## config.mk

```make
export PLATFORM = sky130hd
export DESIGN_NAME = coffee_dispenser
export DESIGN_NICKNAME = d
export VERILOG_FILES = /design/src/rtl/coffee_dispenser.sv
export SDC_FILE = /design/constraint.sdc
export NUM_CORES = 1
export LEC_CHECK = 0
export CORE_ASPECT_RATIO = 1.75
export CORE_MARGIN = 5
export CORE_UTILIZATION = 62
export DETAILED_ROUTE_END_ITERATION = 16
export PLACE_DENSITY = 0.95
export RECOVER_POWER = 50
export REMOVE_ABC_BUFFERS = 1
export SLEW_MARGIN = 20
export SYNTH_ARGS = -nofsm -noshare
export SYNTH_HDL_FRONTEND = slang
export SYNTH_SLANG_ARGS = --single-unit
export TNS_END_PERCENT = 5
```

## constraint.sdc

```tcl
create_clock -name clk -period 6.2 [get_ports clk]
set_input_delay 1.55 -clock clk [delete_from_list [all_inputs] [get_ports clk]]
set_output_delay 1.55 -clock clk [all_outputs]
set_load 0.01 [all_outputs]
```

## src/rtl/coffee_dispenser.sv

```systemverilog
// Coffee dispenser: brew sequencer (cup drop, then water + flavour valves
// for a recipe-dependent time) plus an independent change-token payout
// engine talking to a coin hopper over a req/ack handshake.
module coffee_dispenser #(
  parameter int TIMER_W    = 16,
  parameter int CUP_CYCLES = 4,
  parameter int BREW_PC    = 8,
  parameter int BREW_HC    = 12,
  parameter int BREW_CC    = 16,
  parameter int EJECT_GAP  = 2
) (
  input  logic       clk,
  input  logic       reset,
  input  logic       dispense,
  input  logic [2:0] coffee_select,
  input  logic [7:0] change_tokens,
  input  logic       coin_eject_ack,
  output logic       dispense_done,
  output logic       cup_drop,
  output logic       valve_water,
  output logic [1:0] flavor_sel,
  output logic       busy,
  output logic       coin_eject,
  output logic [7:0] pending_change
);

  typedef enum logic [2:0] {IDLE, CUP, BREW, DONE, RELEASE} brew_t;
  typedef enum logic [1:0] {EJ_IDLE, EJ_REQ, EJ_GAP} ej_t;

  brew_t              state, state_nx;
  logic [TIMER_W-1:0] timer, timer_nx;
  logic [1:0]         sel_q, sel_nx;

  ej_t                ej, ej_nx;
  logic [TIMER_W-1:0] gap, gap_nx;
  logic               dec;
  logic [9:0]         pend_sum;
  logic [7:0]         pend_nx;

  // Brew length in cycles for a latched recipe.
  function automatic logic [TIMER_W-1:0] brew_len(input logic [1:0] s);
    case (s)
      2'd1:    return TIMER_W'(BREW_PC);
      2'd2:    return TIMER_W'(BREW_HC);
      default: return TIMER_W'(BREW_CC);
    endcase
  endfunction

  // Brew FSM next state; the timer counts down to 0 inside CUP and BREW.
  always_comb begin
    state_nx = state;
    timer_nx = timer;
    sel_nx   = sel_q;
    case (state)
      IDLE: begin
        if (dispense && (coffee_select inside {3'd1, 3'd2, 3'd3})) begin
          sel_nx   = coffee_select[1:0];
          timer_nx = TIMER_W'(CUP_CYCLES - 1);
          state_nx = CUP;
        end
      end
      CUP: begin
        if (timer == '0) begin
          timer_nx = brew_len(sel_q) - TIMER_W'(1);
          state_nx = BREW;
        end else begin
          timer_nx = timer - TIMER_W'(1);
        end
      end
      BREW: begin
        if (timer == '0) state_nx = DONE;
        else             timer_nx = timer - TIMER_W'(1);
      end
      DONE:    state_nx = RELEASE;
      RELEASE: if (!dispense) state_nx = IDLE;
      default: state_nx = IDLE;
    endcase
  end

  // Brew state register; outputs are registered decodes of the next state.
  always_ff @(posedge clk) begin
    if (reset) begin
      state         <= IDLE;
      timer         <= '0;
      sel_q         <= '0;
      cup_drop      <= 1'b0;
      valve_water   <= 1'b0;
      flavor_sel    <= 2'd0;
      dispense_done <= 1'b0;
      busy          <= 1'b0;
    end else begin
      state         <= state_nx;
      timer         <= timer_nx;
      sel_q         <= sel_nx;
      cup_drop      <= (state_nx == CUP);
      valve_water   <= (state_nx == BREW);
      flavor_sel    <= (state_nx == BREW) ? sel_nx : 2'd0;
      dispense_done <= (state_nx == DONE);
      busy          <= (state_nx != IDLE);
    end
  end

  // Payout FSM next state. When the gap expires with tokens still owed,
  // EJ_IDLE is passed through in the same cycle so the low time between
  // requests is exactly EJECT_GAP cycles.
  always_comb begin
    ej_nx  = ej;
    gap_nx = gap;
    dec    = 1'b0;
    case (ej)
      EJ_IDLE: if (pending_change != 8'd0) ej_nx = EJ_REQ;
      EJ_REQ: begin
        if (coin_eject_ack) begin
          dec    = 1'b1;
          gap_nx = TIMER_W'(EJECT_GAP - 1);
          ej_nx  = EJ_GAP;
        end
      end
      EJ_GAP: begin
        if (gap == '0) ej_nx = (pending_change != 8'd0) ? EJ_REQ : EJ_IDLE;
        else           gap_nx = gap - TIMER_W'(1);
      end
      default: ej_nx = EJ_IDLE;
    endcase
  end

  // Saturating accumulate of incoming change minus one per acked eject.
  always_comb begin
    pend_sum = {2'b00, pending_change} + {2'b00, change_tokens} - {9'd0, dec};
    pend_nx  = (pend_sum > 10'd255) ? 8'd255 : pend_sum[7:0];
  end

  // Payout state register and registered hopper request.
  always_ff @(posedge clk) begin
    if (reset) begin
      ej             <= EJ_IDLE;
      gap            <= '0;
      pending_change <= 8'd0;
      coin_eject     <= 1'b0;
    end else begin
      ej             <= ej_nx;
      gap            <= gap_nx;
      pending_change <= pend_nx;
      coin_eject     <= (ej_nx == EJ_REQ);
    end
  end

endmodule

```

After elaboration in Yosys (flattened, before gate mapping)
Index checks and enable logic that the tools add are counted.

word-level totals
  bits of input ports = 15
  ROM bits = 0
  flip-flop bits (word level) = 54
  latch bits = 0
  output and inout port bits = 15
  RAM bits = 0
  logic and storage cells = 76
  memories kept = 0

operators by class
  eq/ne operators = 19
  order comparisons = 1
  shift operators = 0
  divide/modulo/power cells = 0
  reductions and logical operators = 13
  muxes and demuxes = 25
  bitwise operators = 1
  $add $sub $neg = 5
  $mul = 0

operators with widths
  operator                                                        number
  2-to-1 mux 16 bit                                               7
  one-hot mux 16 bit (3 select lines)                             1
  subtractor 16 x 1 -> 16 bit, second input constant              3
  logical NOT 16 bit                                              2
  one-hot mux 16 bit (2 select lines)                             1
  == test 3 x 2 -> 1 bit, second input constant                   6
  one-hot mux 3 bit (5 select lines)                              1
  2-to-1 mux 3 bit                                                4
  greater-than comparator 10 x 8 -> 1 bit, second input constant  1
  2-to-1 mux 2 bit                                                5
  one-hot mux 5 bit (2 select lines)                              1
  subtractor 9 x 1 -> 10 bit                                      1
  adder 8 x 8 -> 9 bit                                            1
  == test 3 x 1 -> 1 bit, second input constant                   3
  nonzero test 3 bit                                              3
  2-to-1 mux 8 bit                                                1
  != test 2 bit, second input constant                            4
  nonzero test 8 bit                                              1
  == test 2 x 1 -> 1 bit, second input constant                   3
  one-hot mux 2 bit (3 select lines)                              1
  AND reduction 3 bit                                             2
  == test 2 bit, second input constant                            2
  == test 3 bit, second input constant                            1
  logical NOT 3 bit                                               1
  6 further kinds                                                 8

Depth between registers and ports, before layout
Gate-level depths: netlist of the first run.

  depth in word-level cells = 8
  depth in mapped cells = 13
  depth with buffers taken out = 12

Worst setup path after synthesis of the first run
No wires, ideal clock.

  path type = input to register
  from = input port coin_eject_ack
  to = register pending_change[0]
  path slack = 2.474 ns
  arrival time = 3.584 ns
  stages on the path = 13
  path buffers = 1
  path through = nand3b_1 inv_1 ha_1 inv_1 ha_1 inv_1 fa_1 nor2b_1 o31a_1 o21a_1 nor2b_1 clkbuf_1 o211ai_1

on the way
  cells in the longest elaborated chain, start to end = 5

RTL lines
  element                                  RTL line  source
  start, declared                          17        input logic coin_eject_ack,
  2-to-1 mux 1 bit (*)                     113       if (coin_eject_ack) begin
  2-to-1 mux 1 bit (*)                     110       case (ej)
  subtractor 9 x 1 -> 10 bit (*)           129       pend_sum = {2'b00, pending_change} + {2'b00, change_tokens} - {9'd0, dec};
  greater-than comparator 10 x 8 -> 1 bit  130       pend_nx = (pend_sum > 10'd255) ? 8'd255 : pend_sum[7:0];
  2-to-1 mux 8 bit (*)                     130
  end signal, assigned                     143       pending_change <= pend_nx;
  end, declared                            24        output logic [7:0] pending_change

Every way passes the cells marked *; elsewhere a longest branch is shown, timed or not.
A chain may end at the register's enable or synchronous reset.

Final worst setup path of the first run
  from = input port coin_eject_ack
  to = register pending_change[7]

The elaborated chain is that of the path after synthesis.

==> flow_metrics.py, run 1 <==
metrics = {
    "drt": {
        "dr_total_vias": 2869,
        "vias_per_cell": 6.16,
        "drtPass1Iterations": 4,
        "drtAntennaViolNets": 0,
        "drt_iter0_drc": 134,
        "met3_length_um": 239,
        "post-route-drc-count": 0,
        "route.met2.wl_um": 3760,
        "highest_layer": "met4",
        "wl_um": 6800,
        "wl_met1_um": 2650,
        "wl_per_cell_um": 14.6,
    },
    "yosys": {
        "ys_seq_area_share_pct": 33.8,
        "synth_warnings": 0,
        "yosysUniqueCellTypes": 58,
        "synth_edf_count": 0,
        "ys_ff_latch": 54,
        "ys.flop_type": "dfxtp_1",
        "avgSynthCellArea_um2": 8.21,
        "yosys.area.top_type": "dfxtp_1",
        "synth_top_area_share_pct": 33.8,
        "synth.area.top_cells": "dfxtp_1 34%, ha_1 7.8%, inv_1 5.6%",
        "netlist_area_mm2": 0.00320,
        "synthArstFlopShare_pct": 0,
        "syn_inst": 390,
    },
    "clocking": {
        "clock_latency_ps": 320,
        "cts_tree": "yes",
        "postCtsHoldBufs": 0,
        "clock-root-buffer": "clkbuf_8",
        "htreeDepth": 2,
        "cts_resized": 0,
        "cts_made_buffers": 5,
        "clkTransAtPathRegs_ps": 90,
        "clock-sinks": 54,
        "postCtsSetupRepairBufs": 0,
        "clk_path_buf_depth": 2,
    },
    "sta": {
        "hold_violations": 0,
        "fin_ws_ps": 1810,
        "tightestPinTransition_ps": 889,
        "layout_min_cycle_time_ps": 4390,
        "finalMaxSlewViolations": 0,
        "rsz0062_at_grt": "false",
        "fin_skew_ps": 8.31,
        "relSlewSlack_pct": 40.7,
        "totalNegativeSetupSlack_ps": 0,
        "finalCritPeriodShare_pct": 70.8,
        "timing.hold.ws_ps": 489,
        "fmax_mhz": 228,
        "setup_violations": 0,
    },
    "power": {
        "p_seq_share_pct": 28.1,
        "clkPwrFrac_pct": 10.3,
        "p_per_area_mw_per_mm2": 545,
        "ir_drop_uv": 499,
        "swShare_pct": 45.2,
        "netSwitchingPower_mw": 0.874,
        "combPwrFrac_pct": 61.6,
        "p_int_mw": 1.06,
        "p_total_mw": 1.93,
        "p_leak_nw": 1.48,
    },
    "final_layout": {
        "finish.instance_area_mm2": 0.00355,
        "mostFrequentLayoutCell": "dfxtp_1",
        "multiInputGateArea_mm2": 0.00184,
        "nFillCells": 381,
        "final_cell_mix": "54 x dfxtp_1, 48 x inv_1, 33 x a21oi_1, 29 x nor2_1, 25 x o21ai_0",
        "drive_above_1_share_pct": 8.25,
        "ff_latch_area_mm2": 0.00108,
        "fin_cells": 466,
        "fin_util_pct": 71.3,
        "diodes": 0,
        "nets": 447,
        "area_delta_synth_final_pct": 10.8,
    },
    "placed_design": {
        "dp_hpwl_um": 5200,
        "dpl.cell_count": 458,
        "place_ws_ps": 1650,
        "portBuffers": 29,
        "gp_congestion": 0.881,
        "placed_cell_area_mm2": 0.00346,
    },
    "floorplan": {
        "die_h_um": 105,
        "die_w_um": 64.3,
        "die_area_mm2": 0.00676,
        "rows": 34,
        "ioPinCount": 30,
        "initial_utilization_pct": 64.3,
        "core_area_mm2": 0.00498,
    },
    "global_route": {
        "grt_usage_pct": 21.0,
        "first_global_vias": 2797,
        "grt_max_degree": 24,
        "gr-total-overflow": 0,
        "antenna_found_initial": 0,
        "grt_pass1_wl_um": 11900,
    },
    "flow_run": {
        "cap_violations": 0,
    },
    "critical_path": {
        "endpoint_kind": "register",
        "worst_setup_path_start_kind": "primary input",
        "cp_max_fo": 8,
        "required_ps": 6350,
        "crit_type": "primary input to register",
        "arrival_ps": 4540,
    },
    "min_path": {
        "hp-class": "register to register",
    },
    "status": {
        "outcome": "complete, no violations",
    },
}
==> cell families (layout without fill, tap and decap cells) <==
family                   Yosys count  count (layout)  synth area share, %
adder cells (fa/ha/maj)           21              21                 8.44
flip-flops                        54              54                 33.8
XOR/XNOR                           5               5                 1.37
buffers and inverters             63              85                 8.76
AO/OA/AOI/OAI                    103             103                 20.3
AND/OR/NAND/NOR                  138             138                 25.4
multiplexers                       6               6                 1.95
==> synthesized netlist by cell type, types with 2 or more instances <==
cell	number
or4b_2	2
nand3_1	6
nor2b_1	6
inv_1	48
ha_1	20
a21oi_1	33
or2_2	10
a211oi_1	3
o21a_1	2
o32ai_1	2
xor2_1	4
buf_4	2
nor2_1	29
dfxtp_1	54
nor3_1	8
o31ai_1	9
o21ai_1	2
or4_1	10
nor4_1	6
nand2_1	15
or4_2	2
nor3b_1	2
a32oi_1	3
o21ai_0	25
and3_1	2
or4_4	2
buf_6	2
or3_1	18
a221oi_1	3
clkbuf_1	8
or3_2	4
clkbuf_8	2
mux2_2	2
a21o_1	2
o41ai_1	2
mux2i_1	4
nand3b_1	4
o211ai_1	9
nand2b_1	4
==> power by group through the flow <==
stage	Combinational [mW]	Clock, mW	Sequential, mW
4_1_cts	1.20	0.200	0.544
3_3_place_gp	1.14	0	0.545
6_report	1.19	0.199	0.544
2_1_floorplan	0.900	0	0.542
5_1_grt	1.34	0.215	0.557
3_5_place_dp	1.20	0	0.552
==> state kept, by name, summed over array words and instances (netlist names) <==
signal	flops
gap	16
coin_eject	1
timer	16
state	3
valve_water	1
dispense_done	1
ej	2
cup_drop	1
sel_q	2
flavor_sel	2
pending_change	8
busy	1
==> path summary, 6_finish.rpt <==
path | start | to | slack [ps] | cells past startpoint
max reg2reg | timer[0] | timer[15] | 3150 | 7
max | coin_eject_ack | pending_change[7] | 1810 | 13
min | timer[10] | timer[10] | 490 | 2
min reg2reg | timer[10] | timer[10] | 490 | 2
==> metal layers <==
| metal | up-vias | track usage (%) |
|---|---|---|
| li1 | 1438 | - |
| met1 | 1345 | 22.4 |
| met2 | 70 | 38.7 |
| met3 | 16 | 3.87 |
| met4 | 0 | 9.17 |
| met5 | - | 0 |
==> final cells by class <==
type | count | share of cell area (%)
clock buffer | 5 | 1.94
tap | 54 | 1.90
timing repair buffer | 29 | 8.18
multi-input combinational | 273 | 51.8
clock inverter | 3 | 0.600
sequential | 54 | 30.5
inverter | 48 | 5.08
==> critical path: stages <==
cell	delay, ps
dlygate4sd3_1	560
nand3b_1	160
inv_1	100
ha_1	280
inv_1	60
ha_1	190
inv_1	70
fa_1	400
nor2b_1	150
o31a_1	210
o21a_1	200
nor2b_1	460
a221oi_1	160
(Power assumes the default switching activity.)
==> inputs of run 2 (changes only) <==
- CORE_UTILIZATION: 62 -> 52
- PLACE_DENSITY: 0.95 -> 0.86
- clock period: 6.2 -> 3.9 ns (I/O delays scaled with it)
==> flow_metrics.py, run 2 (synthesized netlist as in run 1, its figures left out) <==
metrics = {
    "sta": {
        "fin_ws_ps": 349,
        "setup_violations": 0,
        "finalCritPeriodShare_pct": 91.1,
        "fin_skew_ps": 9.49,
        "rsz0062_at_grt": "false",
        "layout_min_cycle_time_ps": 3550,
        "fmax_mhz": 282,
        "relSlewSlack_pct": 32.5,
        "hold_violations": 0,
        "tightestPinTransition_ps": 1010,
        "totalNegativeSetupSlack_ps": 0,
        "finalMaxSlewViolations": 0,
        "timing.hold.ws_ps": 490,
    },
    "critical_path": {
        "arrival_ps": 3680,
        "endpoint_kind": "register",
        "cp_max_fo": 8,
        "crit_type": "primary input to register",
        "worst_setup_path_start_kind": "primary input",
        "required_ps": 4030,
    },
    "drt": {
        "drtAntennaViolNets": 0,
        "drt_iter0_drc": 176,
        "dr_total_vias": 2874,
        "wl_um": 6870,
        "vias_per_cell": 5.84,
        "wl_per_cell_um": 14.0,
        "post-route-drc-count": 0,
        "drtPass1Iterations": 4,
    },
    "placed_design": {
        "gp_congestion": 0.868,
        "dp_hpwl_um": 5270,
        "place_ws_ps": 113,
        "portBuffers": 29,
    },
    "clocking": {
        "clock_latency_ps": 310,
        "clkTransAtPathRegs_ps": 100,
        "cts_made_buffers": 5,
        "clk_path_buf_depth": 2,
        "clock-root-buffer": "clkbuf_8",
        "cts_tree": "yes",
        "postCtsSetupRepairBufs": 0,
        "clock-sinks": 54,
        "cts_resized": 0,
        "htreeDepth": 2,
        "postCtsHoldBufs": 0,
    },
    "global_route": {
        "antenna_found_initial": 0,
        "first_global_vias": 2859,
        "grt_max_degree": 24,
        "grt_pass1_wl_um": 11800,
        "gr-total-overflow": 0,
        "grt_usage_pct": 17.5,
    },
    "power": {
        "p_total_mw": 3.15,
        "ir_drop_uv": 694,
        "p_leak_nw": 1.50,
        "p_per_area_mw_per_mm2": 872,
    },
    "final_layout": {
        "fin_util_pct": 61.0,
        "mostFrequentLayoutCell": "dfxtp_1",
        "drive_above_1_share_pct": 8.70,
        "area_delta_synth_final_pct": 12.9,
        "final_cell_mix": "54 x dfxtp_1, 48 x inv_1, 33 x a21oi_1, 29 x nor2_1, 25 x o21ai_0",
        "reg_top3": "gap x16, timer x16, pending_change x8",
        "nets": 449,
        "diodes": 0,
    },
    "floorplan": {
        "ioPinCount": 30,
        "core_area_mm2": 0.00593,
        "rows": 37,
        "die_area_mm2": 0.00789,
        "initial_utilization_pct": 54.0,
        "die_w_um": 69.3,
        "die_h_um": 114,
    },
    "status": {
        "outcome": "complete, no violations",
    },
    "min_path": {
        "hp-class": "register to register",
    },
    "flow_run": {
        "cap_violations": 0,
    },
}
-- run 2: cell count changes in the layout (fill, tap and decap cells not counted), sizes merged --
cell           previous run  this run
clkbuf                    5         6
clkdlybuf4s50            11        12
dlygate4sd3              18        17
clkinv                    2         0
clkinvlp                  1         2
buf                       0         1
bufinv                    0         1
-- run 2: cell type report --
class | instances | area [um2]
clock inverter | 3 | 45.0
timing repair buffer | 31 | 302
tap | 78 | 97.6
inverter | 48 | 180
fill | 555 | 2310
sequential | 54 | 1080
clock buffer | 5 | 68.8
multi-input combinational | 273 | 1840
-- run 2: report_power, final --
part | total [mW] | leakage, nW | switching [mW] | internal, mW
combinational | 1.91 | 1.00 | 1.06 | 0.849
sequential | 0.865 | 0.442 | 0.145 | 0.720
clock | 0.377 | 0.0504 | 0.186 | 0.191
-- run 2: worst paths after layout --
path	startpoint	endpoint	slack (ps)	depth (start not counted)
min reg2reg	timer[14]	timer[14]	490	2
max reg2reg	ej[1]	pending_change[7]	1040	13
max	coin_eject_ack	pending_change[7]	350	14
min	timer[14]	timer[14]	490	2
-- run 2: metal layers --
metal	up-vias	wire length [um]	GRT usage [%]
met1	1360	2690	17.4
met5	-	0	0
li1	1446	-	-
met2	54	3860	35.8
met3	14	206	3.09
met4	0	112	5.08
-- run 2: critical path, stage by stage --
cell and delay, ps:
clkdlybuf4s50_1 480, nand3b_1 140, inv_1 130, ha_1 240, inv_1 60, ha_1 180
inv_1 60, fa_1 400, nor2b_1 180, o31a_1 210, o21a_1 200, nor2b_1 170
buf_4 180, a221oi_1 80
-- run 2: per-stage QoR --
step                std cells  cell area (um2)
floorplan                 375             3100
global placement          484             3500
detailed placement        484             3500
CTS                       492             3620
global route              492             3610
finish                    492             3610
